**src/rtl/usb_tx_engine.sv**
```systemverilog
// USB full-speed packet transmitter: serialises SYNC, PID, payload and CRC16 with
// bit stuffing and NRZI onto D+/D-, then closes the packet with SE0 SE0 J.
module usb_tx_engine #(
    parameter int unsigned CLKS_PER_BIT = 8
) (
    input  logic       clk,
    input  logic       n_rst,
    input  logic       tx_start,
    input  logic       packet_type,
    input  logic [7:0] tx_data,
    input  logic       tx_data_valid,
    input  logic       tx_last,
    output logic       tx_data_req,
    output logic       d_plus_out,
    output logic       d_minus_out,
    output logic       tx_busy,
    output logic       tx_done,
    output logic       tx_error
);

    localparam int unsigned      CNT_W    = $clog2(CLKS_PER_BIT);
    localparam logic [CNT_W-1:0] CNT_MAX  = CNT_W'(CLKS_PER_BIT - 1);
    localparam logic [15:0]      CRC_POLY = 16'hA001;
    localparam logic [7:0]       SYNC_PAT = 8'h80;
    localparam logic [2:0]       MAX_ONES = 3'd6;

    typedef enum logic [2:0] {
        IDLE, SYNC, PID, DATA, CRC_LO, CRC_HI, EOP_SE0, EOP_J
    } state_t;

    state_t           state;
    logic [CNT_W-1:0] clk_cnt;
    logic [2:0]       bit_idx;
    logic [7:0]       shreg;
    logic [7:0]       pid;
    logic [2:0]       ones_cnt;
    logic [15:0]      crc;
    logic             last_q;
    logic             ptype_q;
    logic             stuff_q;
    logic             eop_pend;

    logic             bit_end;
    state_t           adv_state;
    logic [7:0]       adv_shreg;
    logic [2:0]       adv_idx;
    logic             adv_last;
    logic             adv_load;
    logic             underrun;
    logic             to_eop;
    logic             go_eop;
    logic             go_stuff;
    logic             em_bit;
    logic             em_data;
    logic [15:0]      crc_next;

    assign bit_end = (clk_cnt == CNT_MAX);

    // Source of the next real bit once the current one ends, including byte hand-over.
    always_comb begin
        adv_state = state;
        adv_shreg = shreg;
        adv_idx   = bit_idx + 3'd1;
        adv_last  = last_q;
        adv_load  = 1'b0;
        underrun  = 1'b0;
        to_eop    = 1'b0;
        if (bit_idx == 3'd7) begin
            adv_idx = 3'd0;
            case (state)
                SYNC: begin
                    adv_state = PID;
                    adv_shreg = pid;
                end
                PID, DATA: begin
                    if (last_q) begin
                        if (ptype_q) begin
                            adv_state = CRC_LO;
                            adv_shreg = ~crc[7:0];
                        end else begin
                            to_eop = 1'b1;
                        end
                    end else if (!tx_data_valid) begin
                        underrun = 1'b1;
                    end else begin
                        adv_state = DATA;
                        adv_shreg = tx_data;
                        adv_last  = tx_last;
                        adv_load  = 1'b1;
                    end
                end
                CRC_LO: begin
                    adv_state = CRC_HI;
                    adv_shreg = ~crc[15:8];
                end
                default: to_eop = 1'b1;
            endcase
        end
    end

    // What goes on the line at this boundary; a pending stuffed bit resumes the held byte.
    always_comb begin
        go_eop   = stuff_q ? eop_pend : (underrun || (to_eop && ones_cnt != MAX_ONES));
        go_stuff = !stuff_q && !underrun && (ones_cnt == MAX_ONES);
        em_bit   = stuff_q ? shreg[bit_idx] : adv_shreg[adv_idx];
        em_data  = stuff_q ? (state == DATA) : (adv_state == DATA);
        crc_next = {1'b0, crc[15:1]} ^ ((crc[0] ^ em_bit) ? CRC_POLY : 16'h0000);
    end

    always_ff @(posedge clk or negedge n_rst) begin
        if (!n_rst) begin
            state       <= IDLE;
            clk_cnt     <= '0;
            bit_idx     <= '0;
            shreg       <= '0;
            pid         <= '0;
            ones_cnt    <= '0;
            crc         <= '0;
            last_q      <= 1'b0;
            ptype_q     <= 1'b0;
            stuff_q     <= 1'b0;
            eop_pend    <= 1'b0;
            d_plus_out  <= 1'b1;
            d_minus_out <= 1'b0;
            tx_busy     <= 1'b0;
            tx_done     <= 1'b0;
            tx_error    <= 1'b0;
            tx_data_req <= 1'b0;
        end else begin
            tx_data_req <= 1'b0;
            tx_done     <= 1'b0;
            tx_error    <= 1'b0;
            if (state != IDLE) begin
                clk_cnt <= bit_end ? '0 : clk_cnt + CNT_W'(1);
            end
            case (state)
                IDLE: begin
                    if (tx_start && tx_data_valid) begin
                        state       <= SYNC;
                        shreg       <= SYNC_PAT;
                        bit_idx     <= 3'd0;
                        pid         <= tx_data;
                        last_q      <= tx_last;
                        ptype_q     <= packet_type;
                        crc         <= 16'hFFFF;
                        ones_cnt    <= 3'd0;
                        stuff_q     <= 1'b0;
                        eop_pend    <= 1'b0;
                        clk_cnt     <= '0;
                        // First SYNC bit is a 0, so the idle J flips to K.
                        d_plus_out  <= 1'b0;
                        d_minus_out <= 1'b1;
                        tx_busy     <= 1'b1;
                        tx_data_req <= 1'b1;
                    end
                end
                EOP_SE0: begin
                    if (bit_end) begin
                        if (bit_idx == 3'd1) begin
                            state       <= EOP_J;
                            bit_idx     <= 3'd0;
                            d_plus_out  <= 1'b1;
                            d_minus_out <= 1'b0;
                        end else begin
                            bit_idx <= bit_idx + 3'd1;
                        end
                    end
                end
                EOP_J: begin
                    if (bit_end) begin
                        state   <= IDLE;
                        tx_busy <= 1'b0;
                        tx_done <= 1'b1;
                    end
                end
                default: begin
                    if (bit_end) begin
                        stuff_q <= 1'b0;
                        if (!stuff_q) begin
                            state       <= adv_state;
                            shreg       <= adv_shreg;
                            bit_idx     <= adv_idx;
                            last_q      <= adv_last;
                            tx_data_req <= adv_load;
                        end
                        if (go_eop) begin
                            state       <= EOP_SE0;
                            bit_idx     <= 3'd0;
                            ones_cnt    <= 3'd0;
                            eop_pend    <= 1'b0;
                            d_plus_out  <= 1'b0;
                            d_minus_out <= 1'b0;
                            tx_error    <= underrun && !stuff_q;
                        end else if (go_stuff) begin
                            stuff_q     <= 1'b1;
                            eop_pend    <= to_eop;
                            ones_cnt    <= 3'd0;
                            d_plus_out  <= ~d_plus_out;
                            d_minus_out <= ~d_minus_out;
                        end else begin
                            if (!em_bit) begin
                                d_plus_out  <= ~d_plus_out;
                                d_minus_out <= ~d_minus_out;
                                ones_cnt    <= 3'd0;
                            end else begin
                                ones_cnt <= ones_cnt + 3'd1;
                            end
                            if (em_data) begin
                                crc <= crc_next;
                            end
                        end
                    end
                end
            endcase
        end
    end

endmodule

```
**config.mk**
```make
export PLATFORM = sky130hd
export DESIGN_NAME = usb_tx_engine
export DESIGN_NICKNAME = d
export VERILOG_FILES = /design/src/rtl/usb_tx_engine.sv
export SDC_FILE = /design/constraint.sdc
export NUM_CORES = 1
export LEC_CHECK = 0
export ABC_AREA = 1
export CORE_MARGIN = 1
export CORE_UTILIZATION = 35
export CTS_CLUSTER_DIAMETER = 40
export DETAILED_ROUTE_END_ITERATION = 7
export PLACE_DENSITY_LB_ADDON = 0.12
export SKIP_LAST_GASP = 1
export SYNTH_ARGS = -nofsm -noshare
export SYNTH_HDL_FRONTEND = slang
export SYNTH_SLANG_ARGS = --single-unit
```
**constraint.sdc**
```tcl
create_clock -name clk -period 3 [get_ports clk]
set_input_delay 0.45 -clock clk [delete_from_list [all_inputs] [get_ports clk]]
set_output_delay 0.45 -clock clk [all_outputs]
set_load 0.01 [all_outputs]
```
; After elaboration in Yosys (flattened, before gate mapping)
; Cells that the tools add are included.
[totals]
reg_bits = 54
in_bits = 14
out_inout_bits = 6
elab_cells = 190
[classes]
n_addsub = 3
magnitude_cmp = 2
n_eq_ne = 22
n_mux = 108
bitwise_logic = 8
n_reduce_logical = 30
[op_table]
columns = op, count
row1 = 16-bit two-way mux, 6
row2 = 3-bit two-way mux, 26
row3 = 8-bit two-way mux, 7
row4 = 1-bit two-way mux, 52
row5 = 16-bit case mux with 2 select lines, 1
row6 = 3-bit case mux with 3 select lines, 3
row7 = 8-bit case mux with 3 select lines, 1
row8 = 6-bit AND reduction, 4
row9 = "3-bit == test, second input constant", 6
row10 = 8-bit inverter, 2
row11 = 8-bit case mux with 2 select lines, 1
row12 = 15-bit by 16-bit XOR with 16-bit output, 1
row13 = 1-bit case mux with 2 select lines, 6
row14 = 2-bit nonzero test, 5
row15 = "3-bit by 1-bit adder with 3-bit output, second input constant", 3
row16 = "3-bit by 2-bit == test with 1-bit output, second input constant", 3
row17 = "3-bit by 4-bit < comparator with 1-bit output, second input constant", 2
row18 = "2-bit != test, second input constant", 4
row19 = 4-bit AND reduction, 2
row20 = 1-bit binary-select mux with 3-bit select, 2
row21 = "3-bit by 1-bit == test with 1-bit output, second input constant", 2
row22 = "2-bit by 1-bit != test with 1-bit output, second input constant", 3
row23 = 1-bit case mux with 3 select lines, 2
row24 = 3-bit case mux with 2 select lines, 1
row25 = other kinds (16), 28

; Logic depth before layout (Yosys ltp)
[logic_depth]
word_depth = 16
ltp_mapped = 18
ltp_nobuf = 17

; Worst setup path before layout
; OpenSTA, ideal clock, no wires.
[synth_timing]
path_type = register to register
start = register bit_idx[0]
end = register d_minus_out
setup_time_ns = 0.117
arrival_time_ns = 2.054
t_required_ns = 2.883
path_slack_ns = 0.829
stages_incl_launch_ff = 18
n_path_buf = 2
synth_period_minus_slack_ns = 2.171
path_cell_list = dfrtp_1 > ha_1 > ha_1 > buf_2 > clkinv_1 > a21oi_2 > buf_4 > nand3_1 > nand3_1 > nand2_1 > nand3_1 > nand3_2 > nand2_2 > nor2_1 > nand2_1 > nand2_1 > nand2_1 > nand2_1
[synth_via]
elab_chain_len = 9
word_cells_on_any_way = 25
cone_classes = 1 x add/sub / 4 x eq/ne / 14 x mux / 6 x reduce/logical
[synth_rtl]
columns = element, line_no
row1 = start: declaration, 33  ; logic [2:0] bit_idx;
row2 = start signal: assignment, 165  ; bit_idx <= bit_idx + 3'd1;
row3 = start signal: assignment, 182  ; bit_idx <= adv_idx;
row4 = "parallel branches: the longest is 9 deep, another holds 3-bit by 1-bit adder with 3-bit output", -
row5 = end signal: assignment, 199  ; d_minus_out <= ~d_minus_out;
row6 = end signal: assignment, 203  ; d_minus_out <= ~d_minus_out;
row7 = end: declaration, 15  ; output logic d_minus_out,
; Parallel ways; which one is timed is not known. The select of a mux whose other input is x is not followed.
; A chain may end at the register's enable or synchronous reset.

; Final worst setup path
[layout_timing]
start = register state[1]
end = register crc[13]
[layout_via]
elab_chain_len = 15
word_cells_on_any_way = 47
cone_classes = 10 x eq/ne / 22 x mux / 3 x bitwise / 12 x reduce/logical
[layout_rtl]
columns = element, line_no
row1 = start: declaration, 31  ; state_t state;
row2 = start signal: assignment, 180  ; state <= adv_state;
row3 = 3-bit by 2-bit == test with 1-bit output (on tied branches), "70, 106"
row4 = 2-bit OR reduction, 70  ; case (state)
row5 = 8-bit case mux with 3 select lines, 70
row6 = 8-bit two-way mux, 68  ; if (bit_idx == 3'd7) begin
row7 = 1-bit binary-select mux with 3-bit select, 105  ; em_bit = stuff_q ? shreg[bit_idx] : adv_shreg[adv_idx];
row8 = 1-bit two-way mux (not written as such), 105
row9 = 1-bit two-way mux, 105
row10 = 1-bit XOR, 107  ; crc_next = {1'b0, crc[15:1]} ^ ((crc[0] ^ em_bit) ? CRC_POLY : 16'h0000);
row11 = 16-bit two-way mux, 107
row12 = 15-bit by 16-bit XOR with 16-bit output, 107
row13 = 16-bit two-way mux, 208  ; if (em_data) begin
row14 = 16-bit two-way mux, 194  ; end else if (go_stuff) begin
row15 = 16-bit two-way mux, 186  ; if (go_eop) begin
row16 = 16-bit two-way mux, 177  ; if (bit_end) begin
row17 = 16-bit case mux with 2 select lines, 136  ; case (state)
row18 = end signal: assignment, 209  ; crc <= crc_next;
row19 = end: declaration, 37  ; logic [15:0] crc;
; Several ways; a longest one is shown, not always the timed one. The select of a mux whose other input is x is not followed.

==> metrics <==
status completed; H-tree Lvls 2; crit share post-route 0.860; largest family of logic cells by synthesized area simple AND/OR/NAND/NOR gates; CTS Buffer Depth 2; Total GRT Usage 0.201; hpwl dp about 6700 um; DIE HEIGHT 96.3 um; max cap viols 0; Synth Area in Compound Gates 0.193; routed vias ~2800; Distinct cells, synth 40; post_cts resized 0; Final setup violation count 0; vias in the first global route 2692; crit path cell chain inv_2 -> nand2_2 -> nor2_4 -> nor2_1 -> nor2_4 -> inv_2 -> nor2_4 -> inv_2 -> o31ai_2 -> nand4_1 -> inv_2 -> nand3_1 -> nand2_1 -> inv_1; Final #Nets 458; CTS tree built; Post-Synth XOR/XNOR Area 0.00281; Port Buffers 19; power per cell area 903 nW/um2; crit start category flop; clock insertion delay at the later pin of the skew report 0.32 ns; Final Power 3.24 mW; Clock transition at path regs about 0.1 ns; Slew headroom 0.732; initial drt markers a little over 200; Synth Area in Adders 0.0281; worst path arrival time between 2 and 3 ns; mapped cell area 3110 um2; VDD IR max 268 uV; largest net degree at the start of global routing 31; Crit. End Element flop; RSZ-0062 raised after global routing false; FP Rows 34; number of clock buffers inserted by TritonCTS 5; Final GP Congestion 0.885; Hold Fails Final Rpt 0; Synth Area in Simple Gates 0.244; Worst path slowest cell dfrtp_1; final WL 8420 um; Post-CTS Setup Inserts 0; Tmin final 2.58 ns; routed len/inst 15.4 um; Final Skew around 0.009 ns; first-pass GRT wire length 13800 um; syn avg cell area 7.69 um2; DRT Pass-1 Iters 4; fmax ~390 MHz; YS warnings 0; diodes inserted 0; GRT overflow 0; Critical Path Fanout Max 15; CTS root buf clkbuf_8; setup total negative slack 0 ns; critical path's largest stage delay approximately 0.46 ns; crit-path leading delay family simple AND/OR/NAND/NOR gates; Slew @ Worst Pin 0.396 ns; critical path data required time 3.22 ns; DR vias/cell 5.16; hold_buf cts 0; layout cells sized above 1 0.0936; Top FF cell, synth dfrtp_1; Tightest Hold Check Type input pin to async pin; Placed Area 3480 um2; die area around 9300 um2; Core Util, Final 0.414; Leak 1.76 nW; Setup Crit Path Kind flop to flop; DRC viols 0; Top cell by count, worst path inv_2; Post-Synthesis Cells 405; Final Max Slew Viols 0; Antenna Nets Post-Route 0; Post-Syn Nets about 430; mux cell area share after synthesis 0; sequential area share after synthesis 0.434; die width about 96 um; antenna violations before repair 0; Initial Utilization 0.359; FILL cells 927; Synth Register Bits 54; fin area about 3600 um2; ys async rst share 1.00; clock sinks 54; Area growth syn-to-layout 15.3%; core area about 8700 um2; Buffers & Inverters on Critical Path 5; number of synthesized flops with an enable pin 0; Top-Level Pins 20
through the flow:
step,hold slack [ns],setup slack [ns],cells
2_1_floorplan,0.154,0.829,405
3_3_place_gp,0.468,0.394,538
3_5_place_dp,0.471,0.370,538
4_1_cts,0.142,0.456,546
5_1_grt,0.146,0.168,546
6_report,0.119,0.421,546
registers in the layout, indices dropped and copies added, names as in the netlist, 3 cells and up:
name and cells:
bit_idx 3, clk_cnt 3, crc 16, ones_cnt 3, pid 8, shreg 8
state 3
cell families after synthesis:
group | after synthesis
and+or+nand+nor | 174
AOI/OAI and AO/OA | 94
buffers and inverters | 75
DFF | 54
adders and majority gates | 7
xor gates and xnor gates | 1
final timing paths:
check | slack (ns) | startpoint | endpoint | cells past startpoint
min reg2reg | 0.48 | d_plus_out | d_plus_out | 2
max in group asynchronous | 2.57 | n_rst | crc[0] | 2
min | 0.12 | n_rst | eop_pend | 2
max reg2reg | 0.42 | state[1] | crc[13] | 14
max | 0.42 | state[1] | crc[13] | 14
min in group clk | 0.48 | d_plus_out | d_plus_out | 2
worst reg2reg max path, cell delays in order, from the launching register on:
cell and delay [ns]:
dfrtp_1 0.46, inv_2 0.18, nand2_2 0.11, nor2_4 0.23
nor2_1 0.11, nor2_4 0.15, inv_2 0.06, nor2_4 0.12
inv_2 0.07, o31ai_2 0.25, nand4_1 0.24, inv_2 0.29
nand3_1 0.12, nand2_1 0.07, inv_1 0.03
final cells by class:
type | instances | area, um2 | share of cell area
sequential | 54 | 1350 | 0.377
clock inverter | 3 | 40.0 | 0.0112
clock buffer | 5 | 68.8 | 0.0192
tap | 108 | 135 | 0.0376
timing repair buffer | 31 | 275 | 0.0767
inverter | 69 | 262 | 0.0728
multi-input combinational | 276 | 1460 | 0.406
cell usage in the layout, fill, tap and decap left out, types with 6 or more instances in the layout:
cell and n:
nand3_1 32, clkdlybuf4s50_1 18, o21ai_0 33, o22ai_1 6, ha_1 7, dfrtp_1 53
nor2_1 25, a21oi_1 10, nand2_1 99, buf_4 12, inv_1 62, a22oi_1 14
metal layers:
metal | global-route usage | vias to the layer above | routed length [um] | part of all wire
li1 | - | 1415 | - | -
met1 | 0.274 | 1348 | 4070 | 0.48
met2 | 0.328 | 42 | 3990 | 0.47
met3 | 0.0300 | 11 | 225 | 0.027
met4 | 0.0600 | 0 | 137 | 0.016
met5 | 0 | - | 0 | 0
Yosys cell counts (2+ instances only):
| cell | count | area (um2) |
|---|---|---|
| clkbuf_1 | 2 | 7.51 |
| inv_1 | 62 | 233 |
| o211ai_1 | 4 | 30.0 |
| o22ai_1 | 6 | 37.5 |
| nand2_1 | 99 | 372 |
| dfrtp_1 | 53 | 1330 |
| a21oi_1 | 10 | 50.1 |
| buf_6 | 2 | 22.5 |
| o21ai_1 | 5 | 25.0 |
| nor3_1 | 5 | 25.0 |
| a31oi_1 | 3 | 18.8 |
| o31ai_1 | 2 | 15.0 |
| o221ai_1 | 3 | 26.3 |
| nor2_1 | 25 | 93.8 |
| nor2_4 | 4 | 45.0 |
| nand4_1 | 3 | 18.8 |
| a22oi_1 | 14 | 105 |
| nand2_2 | 3 | 18.8 |
| a22o_1 | 2 | 17.5 |
| ha_1 | 7 | 87.6 |
| inv_2 | 5 | 18.8 |
| nand3_1 | 32 | 160 |
| o21ai_0 | 33 | 165 |
| a211oi_1 | 2 | 15.0 |
| a221oi_1 | 3 | 26.3 |
| nand3_2 | 2 | 20.0 |
power breakdown:
part	internal, mW	total [mW]	switching [mW]
Clock	0.246	0.501	0.255
Sequential	0.953	1.16	0.203
Combinational	0.559	1.58	1.03
Total	1.76	3.24	1.48
(Power assumes the default switching activity.)
